### src/rtl/stopwatch_ctrl.sv
// Stopwatch mode controller: run/pause/adjust/clear sequencing for the min/sec counter.
// Issues registered one-cycle count/adjust/clear strobes and the adjust blink mask.
module stopwatch_ctrl #(
  parameter int START_RUNNING = 1,
  parameter int BLINK_HALF    = 1
) (
  input  logic       clk,
  input  logic       rst,
  input  logic       tick_1hz,
  input  logic       tick_2hz,
  input  logic       pause,
  input  logic       clear,
  input  logic       sel,
  input  logic       adj,
  output logic       run_inc,
  output logic       adj_inc_min,
  output logic       adj_inc_sec,
  output logic       cnt_clr,
  output logic       paused,
  output logic [1:0] state,
  output logic [3:0] blink_mask
);

  typedef enum logic [1:0] {
    S_RUN    = 2'b00,
    S_PAUSED = 2'b01,
    S_ADJUST = 2'b10,
    S_CLEAR  = 2'b11
  } state_t;

  localparam state_t RESET_STATE = (START_RUNNING != 0) ? S_RUN : S_PAUSED;
  localparam logic   RESET_SAVED = (START_RUNNING == 0);

  state_t     state_q, state_n;
  logic       saved_q, saved_n;
  logic       pause_q, clear_q;
  logic       phase_q, phase_n;
  logic [3:0] bcnt_q, bcnt_n;
  logic [3:0] bcnt_inc;
  logic       run_inc_n, adj_min_n, adj_sec_n, cnt_clr_n, paused_n;
  logic [3:0] mask_n;
  logic       pause_rise, clear_rise;

  assign pause_rise = pause & ~pause_q;
  assign clear_rise = clear & ~clear_q;
  assign bcnt_inc   = bcnt_q + 4'd1;
  assign state      = state_q;

  always_comb begin
    state_n   = state_q;
    saved_n   = saved_q;
    phase_n   = phase_q;
    bcnt_n    = bcnt_q;
    run_inc_n = 1'b0;
    adj_min_n = 1'b0;
    adj_sec_n = 1'b0;
    cnt_clr_n = 1'b0;

    if (clear_rise) begin
      // Clear pre-empts everything: concurrent pause edges and ticks are dropped.
      state_n   = S_CLEAR;
      saved_n   = 1'b1;
      cnt_clr_n = 1'b1;
    end else begin
      unique case (state_q)
        S_CLEAR: begin
          state_n = adj ? S_ADJUST : S_PAUSED;
          if (adj) begin
            phase_n = 1'b1;
            bcnt_n  = '0;
          end
        end
        S_RUN, S_PAUSED: begin
          run_inc_n = (state_q == S_RUN) & tick_1hz;
          if (adj) begin
            state_n = S_ADJUST;
            saved_n = (state_q == S_PAUSED);
            phase_n = 1'b1;
            bcnt_n  = '0;
          end else if (pause_rise) begin
            state_n = (state_q == S_RUN) ? S_PAUSED : S_RUN;
          end
        end
        S_ADJUST: begin
          if (!adj) begin
            state_n = saved_q ? S_PAUSED : S_RUN;
          end else if (pause_rise) begin
            saved_n = ~saved_q;
          end
          if (tick_2hz) begin
            adj_min_n = ~sel;
            adj_sec_n = sel;
            if (bcnt_inc == 4'(BLINK_HALF)) begin
              bcnt_n  = '0;
              phase_n = ~phase_q;
            end else begin
              bcnt_n = bcnt_inc;
            end
          end
        end
        default: state_n = RESET_STATE;
      endcase
    end

    mask_n = '0;
    if (state_n == S_ADJUST && !phase_n)
      mask_n = sel ? 4'b0011 : 4'b1100;

    paused_n = (state_n == S_PAUSED) | (state_n == S_CLEAR) |
               ((state_n == S_ADJUST) & saved_n);
  end

  always_ff @(posedge clk or negedge rst) begin
    if (!rst) begin
      state_q     <= RESET_STATE;
      saved_q     <= RESET_SAVED;
      pause_q     <= 1'b1;
      clear_q     <= 1'b1;
      phase_q     <= 1'b1;
      bcnt_q      <= '0;
      run_inc     <= 1'b0;
      adj_inc_min <= 1'b0;
      adj_inc_sec <= 1'b0;
      cnt_clr     <= 1'b0;
      paused      <= RESET_SAVED;
      blink_mask  <= '0;
    end else begin
      state_q     <= state_n;
      saved_q     <= saved_n;
      pause_q     <= pause;
      clear_q     <= clear;
      phase_q     <= phase_n;
      bcnt_q      <= bcnt_n;
      run_inc     <= run_inc_n;
      adj_inc_min <= adj_min_n;
      adj_inc_sec <= adj_sec_n;
      cnt_clr     <= cnt_clr_n;
      paused      <= paused_n;
      blink_mask  <= mask_n;
    end
  end

endmodule
### config.mk
export PLATFORM = sky130hd
export DESIGN_NAME = stopwatch_ctrl
export DESIGN_NICKNAME = d
export VERILOG_FILES = /design/src/rtl/stopwatch_ctrl.sv
export SDC_FILE = /design/constraint.sdc
export NUM_CORES = 1
export LEC_CHECK = 0
export ABC_CLOCK_PERIOD_IN_PS = 3860
export CORE_UTILIZATION = 40
export DETAILED_ROUTE_END_ITERATION = 10
export GPL_TIMING_DRIVEN = 0
export MAX_ROUTING_LAYER = met4
export PLACE_DENSITY_LB_ADDON = 0.3
export SYNTH_ARGS = -nofsm -noshare
export SYNTH_HDL_FRONTEND = slang
export SYNTH_SLANG_ARGS = --single-unit
### constraint.sdc
create_clock -name clk -period 3.86 [get_ports clk]
set_input_delay 0.772 -clock clk [delete_from_list [all_inputs] [get_ports clk]]
set_output_delay 0.772 -clock clk [all_outputs]
set_load 0.05 [all_outputs]
==> Implementation_results.wiki <==
{| class="wikitable"
! Metric !! Value
|-
| Outcome || complete, no violations
|-
| DR pass1 iterations || 4
|-
| Post-synth EDFFs || 0
|-
| Finished layout cell area || between 1000 and 1500 sq um
|-
| Nets in the synthesized netlist || 93
|-
| Slew margin rel. || about half
|-
| Number of fill cells in the layout || ~190
|-
| Drt initial violations || 12
|-
| Power per cell area || approximately 340 nW/um^2
|-
| Synthesized instance count || just over 80
|-
| Number of standard-cell rows in the floorplan || 16
|-
| Maximum clock rate || 0.436 GHz
|-
| Pin slew with the least headroom to its limit || 727 ps
|-
| Critical Path Start Type || register
|-
| R2R Setup Slk || 2200 ps
|-
| Residual DRC || 0
|-
| CP endpoint || blink_mask[3]
|-
| Placed cell areas || approximately 1100 sq um
|-
| X dimension of the die || 48.9 um
|-
| Sum of routed wire length over all layers || between 1500 and 2000 um
|-
| Final critical delay including setup and external delays || approximately 2300 ps
|-
| Pin count of the biggest net entering global routing || 18
|-
| CP Data Required Time || between 3000 and 4000 ps
|-
| Reg area || between 400 and 500 sq um
|-
| Number of buffers inserted by post-CTS setup repair || 0
|-
| Sum Neg Setup Slack || 0 ps
|-
| Layout cells sized above 1 || between 10% and 20%
|-
| Full die area || around 2400 sq um
|-
| Commonest non-fill, non-tap cell in the layout || clkdlybuf4s50_1
|-
| Leak pwr || roughly 0.00046 uW
|-
| N_diodes || 0
|-
| Synth area leaders || dfrtp_1, dfstp_2, nand2b_1, ha_1, mux2i_1
|-
| Unrepaired setup endpoints after global routing || no
|-
| Post-synth ARST share || between 90% and 100%
|-
| Later-pin clock latency in the skew report || ~290 ps
|-
| Synthesized area per cell || ~11 sq um
|-
| Clock Root Buffer || clkbuf_4
|-
| Startpoint of the most critical register-to-register path || clear_q$_DFF_PN1_
|-
| Arr. time, crit path || around 1500 ps
|-
| Clock tree from TritonCTS || yes
|-
| Final cell count without fillers || 131
|-
| Reg2Reg Depth || 5
|-
| Most frequently used flop master after synthesis || dfrtp_1
|-
| Core ar. || slightly above 2000 sq um
|-
| Total clock buffers created by CTS || 3
|-
| Critical setup path kind || register to output pin
|-
| Number of primary I/O pins || 19
|-
| Netlist area before placement || a little under 900 sq um
|-
| Wire length of the first global-routing pass || approximately 2700 um
|-
| Final net count || between 100 and 150
|-
| Layout overhead on the synthesized area || 26.1%
|-
| Number of H-tree levels || 1
|-
| Worst hold-check path type || register to register
|-
| Synthesis-stage register bit count || 17
|-
| Count of placed standard cells including taps || ~130
|-
| Vias post-DR || 691
|-
| Die height || 48.9 um
|-
| Clk sinks || 17
|-
| Proportion of synthesized chip area in sequential cells || 48.7%
|-
| Deepest clock path buffer count || 2
|-
| Final setup violation count || 0
|-
| Vias in the first global route || roughly 630
|-
| Detail-routed net length per standard cell || 12.1 um
|-
| Fraction of synthesized cell area taken by the top area cell type || about two fifths
|-
| Clock tree skew after final layout || 8.36 ps
|-
| Top library cells by usage in the layout, fill and taps aside || clkdlybuf4s50_1, dfrtp_1, inv_1, nand2b_1
|-
| Kind of end point of the critical path || output pin
|-
| DR vias/cell || about 5.3
|-
| Number of gates resized after cts || 0
|-
| Number of instances on the worst hold path || 1
|-
| Routability congestion estimate || around 0.76
|-
| Detail Placement HPWL || 1190 um
|-
| Combined global-route utilization of all metal layers || between 10% and 20%
|-
| Hold-fix buffer count after cts || 0
|-
| Number of max-capacitance violations reported || 0
|-
| Biggest fanout along the worst timing path || 2
|-
| Top cell type by total area after synthesis || dfrtp_1
|-
| Input/output buffers || 17
|-
| Crit Reg-Reg Endpoint || blink_mask[1]$_DFF_PN0_
|-
| Clock Pin Slew Worst Setup and Hold Paths || 100 ps
|-
| Initial standard-cell utilization of the core || between 40 and 50%
|-
| Antenna violations before repair || 0
|-
| Multi-input gate area in the final layout || around 400 sq um
|-
| Beginning of the critical path || blink_mask[2]$_DFF_PN0_
|-
| Number of endpoints with negative hold slack in the final report || 0
|-
| Period utilisation layout || approximately three fifths
|-
| Residual antenna-violating net count after detailed routing || 0
|-
| Yosys warnings || 0
|-
| Final-report max-slew violation count || 0
|-
| Congestion Overflow GR || 0
|-
| Max VDD drop || about 0.18 mV
|-
| Post-synthesis cell type count || 40
|}
-- critical path, stage by stage (launching register included) --
cell	delay [ps]
dfrtp_1	360
buf_4	100
clkdlybuf4s50_1	780
-- synthesized netlist by cell type, types with 2 or more instances --
| cell type | count |
|---|---|
| ha_1 | 2 |
| xnor2_1 | 2 |
| buf_2 | 2 |
| nand2_1 | 2 |
| nor4b_1 | 2 |
| a311oi_1 | 2 |
| inv_1 | 5 |
| nor3_1 | 2 |
| nand2b_1 | 5 |
| a21oi_1 | 3 |
| and3_1 | 2 |
| dfrtp_1 | 14 |
| buf_4 | 2 |
| nand3_1 | 4 |
| nor2_1 | 3 |
| mux2i_1 | 2 |
| dfstp_2 | 3 |
| o21ai_0 | 4 |
-- metrics by stage --
| stage | setup WS [ps] | util, % | hold WS (ps) | total power (uW) |
|---|---|---|---|---|
| 2_1_floorplan | 2030 | - | 476 | 260 |
| 3_3_place_gp | 1520 | 53.7 | 519 | 289 |
| 3_5_place_dp | 1500 | 53.7 | 518 | 290 |
| 4_1_cts | 1550 | 55.0 | 541 | 381 |
| 5_1_grt | 1500 | 55.0 | 581 | 397 |
| 6_report | 1560 | 55.0 | 550 | 378 |
-- worst min-delay path by stage --
stage	slack, ps	endpoint	start
2_1_floorplan	480	adj_inc_min$_DFF_PN0_	rst
3_3_place_gp	520	bcnt_q[2]$_DFFE_PN0P_	bcnt_q[2]$_DFFE_PN0P_
3_5_place_dp	520	bcnt_q[2]$_DFFE_PN0P_	bcnt_q[2]$_DFFE_PN0P_
4_1_cts	540	bcnt_q[2]$_DFFE_PN0P_	bcnt_q[2]$_DFFE_PN0P_
5_1_grt	580	phase_q$_DFF_PN1_	phase_q$_DFF_PN1_
6_report	550	bcnt_q[2]$_DFFE_PN0P_	bcnt_q[2]$_DFFE_PN0P_
-- per-layer routing --
layer  up-vias  global-route usage (%)  part of all wire, %
met5         -                       -                    0
met4         0                    5.88                  1.7
met3         4                    2.80                  2.7
met2        17                    23.8                   46
met1       325                    18.4                   49
li1        345                       -                    -
-- area by class of cell --
type / instances / area share (%)
Sequential cell: 17 / 38.6
Multi-Input combinational cell: 55 / 35.9
Timing Repair Buffer: 17 / 15.3
Buffer: 6 / 3.04
Tap cell: 27 / 3.04
Clock buffer: 4 / 2.36
Inverter: 5 / 1.69
-- cells by family (layout without fill, tap and decap cells) --
family,count (synthesis),count (layout),synth area share (%)
and+or+nand+nor,27,27,20.0
AOI/OAI and AO/OA,21,21,17.2
DFF,17,17,48.7
buffers and inverters,11,32,5.96
xor gates and xnor gates,3,3,2.98
adders and majority gates,2,2,2.84
muxes,2,2,2.27
-- flip-flops by register name, indices dropped and copies added (netlist names) --
name and flops:
state 2, clear_q 1, saved_q 1, blink_mask 2, adj_inc_min 1, adj_inc_sec 1, bcnt_q 4, paused 1
phase_q 1, cnt_clr 1, run_inc 1, pause_q 1
-- power breakdown --
group	switching, uW	internal [uW]
Combinational	55.9	36.4
Clock	51.5	40.1
Sequential	4.57	190
(Power assumes the default switching activity.)
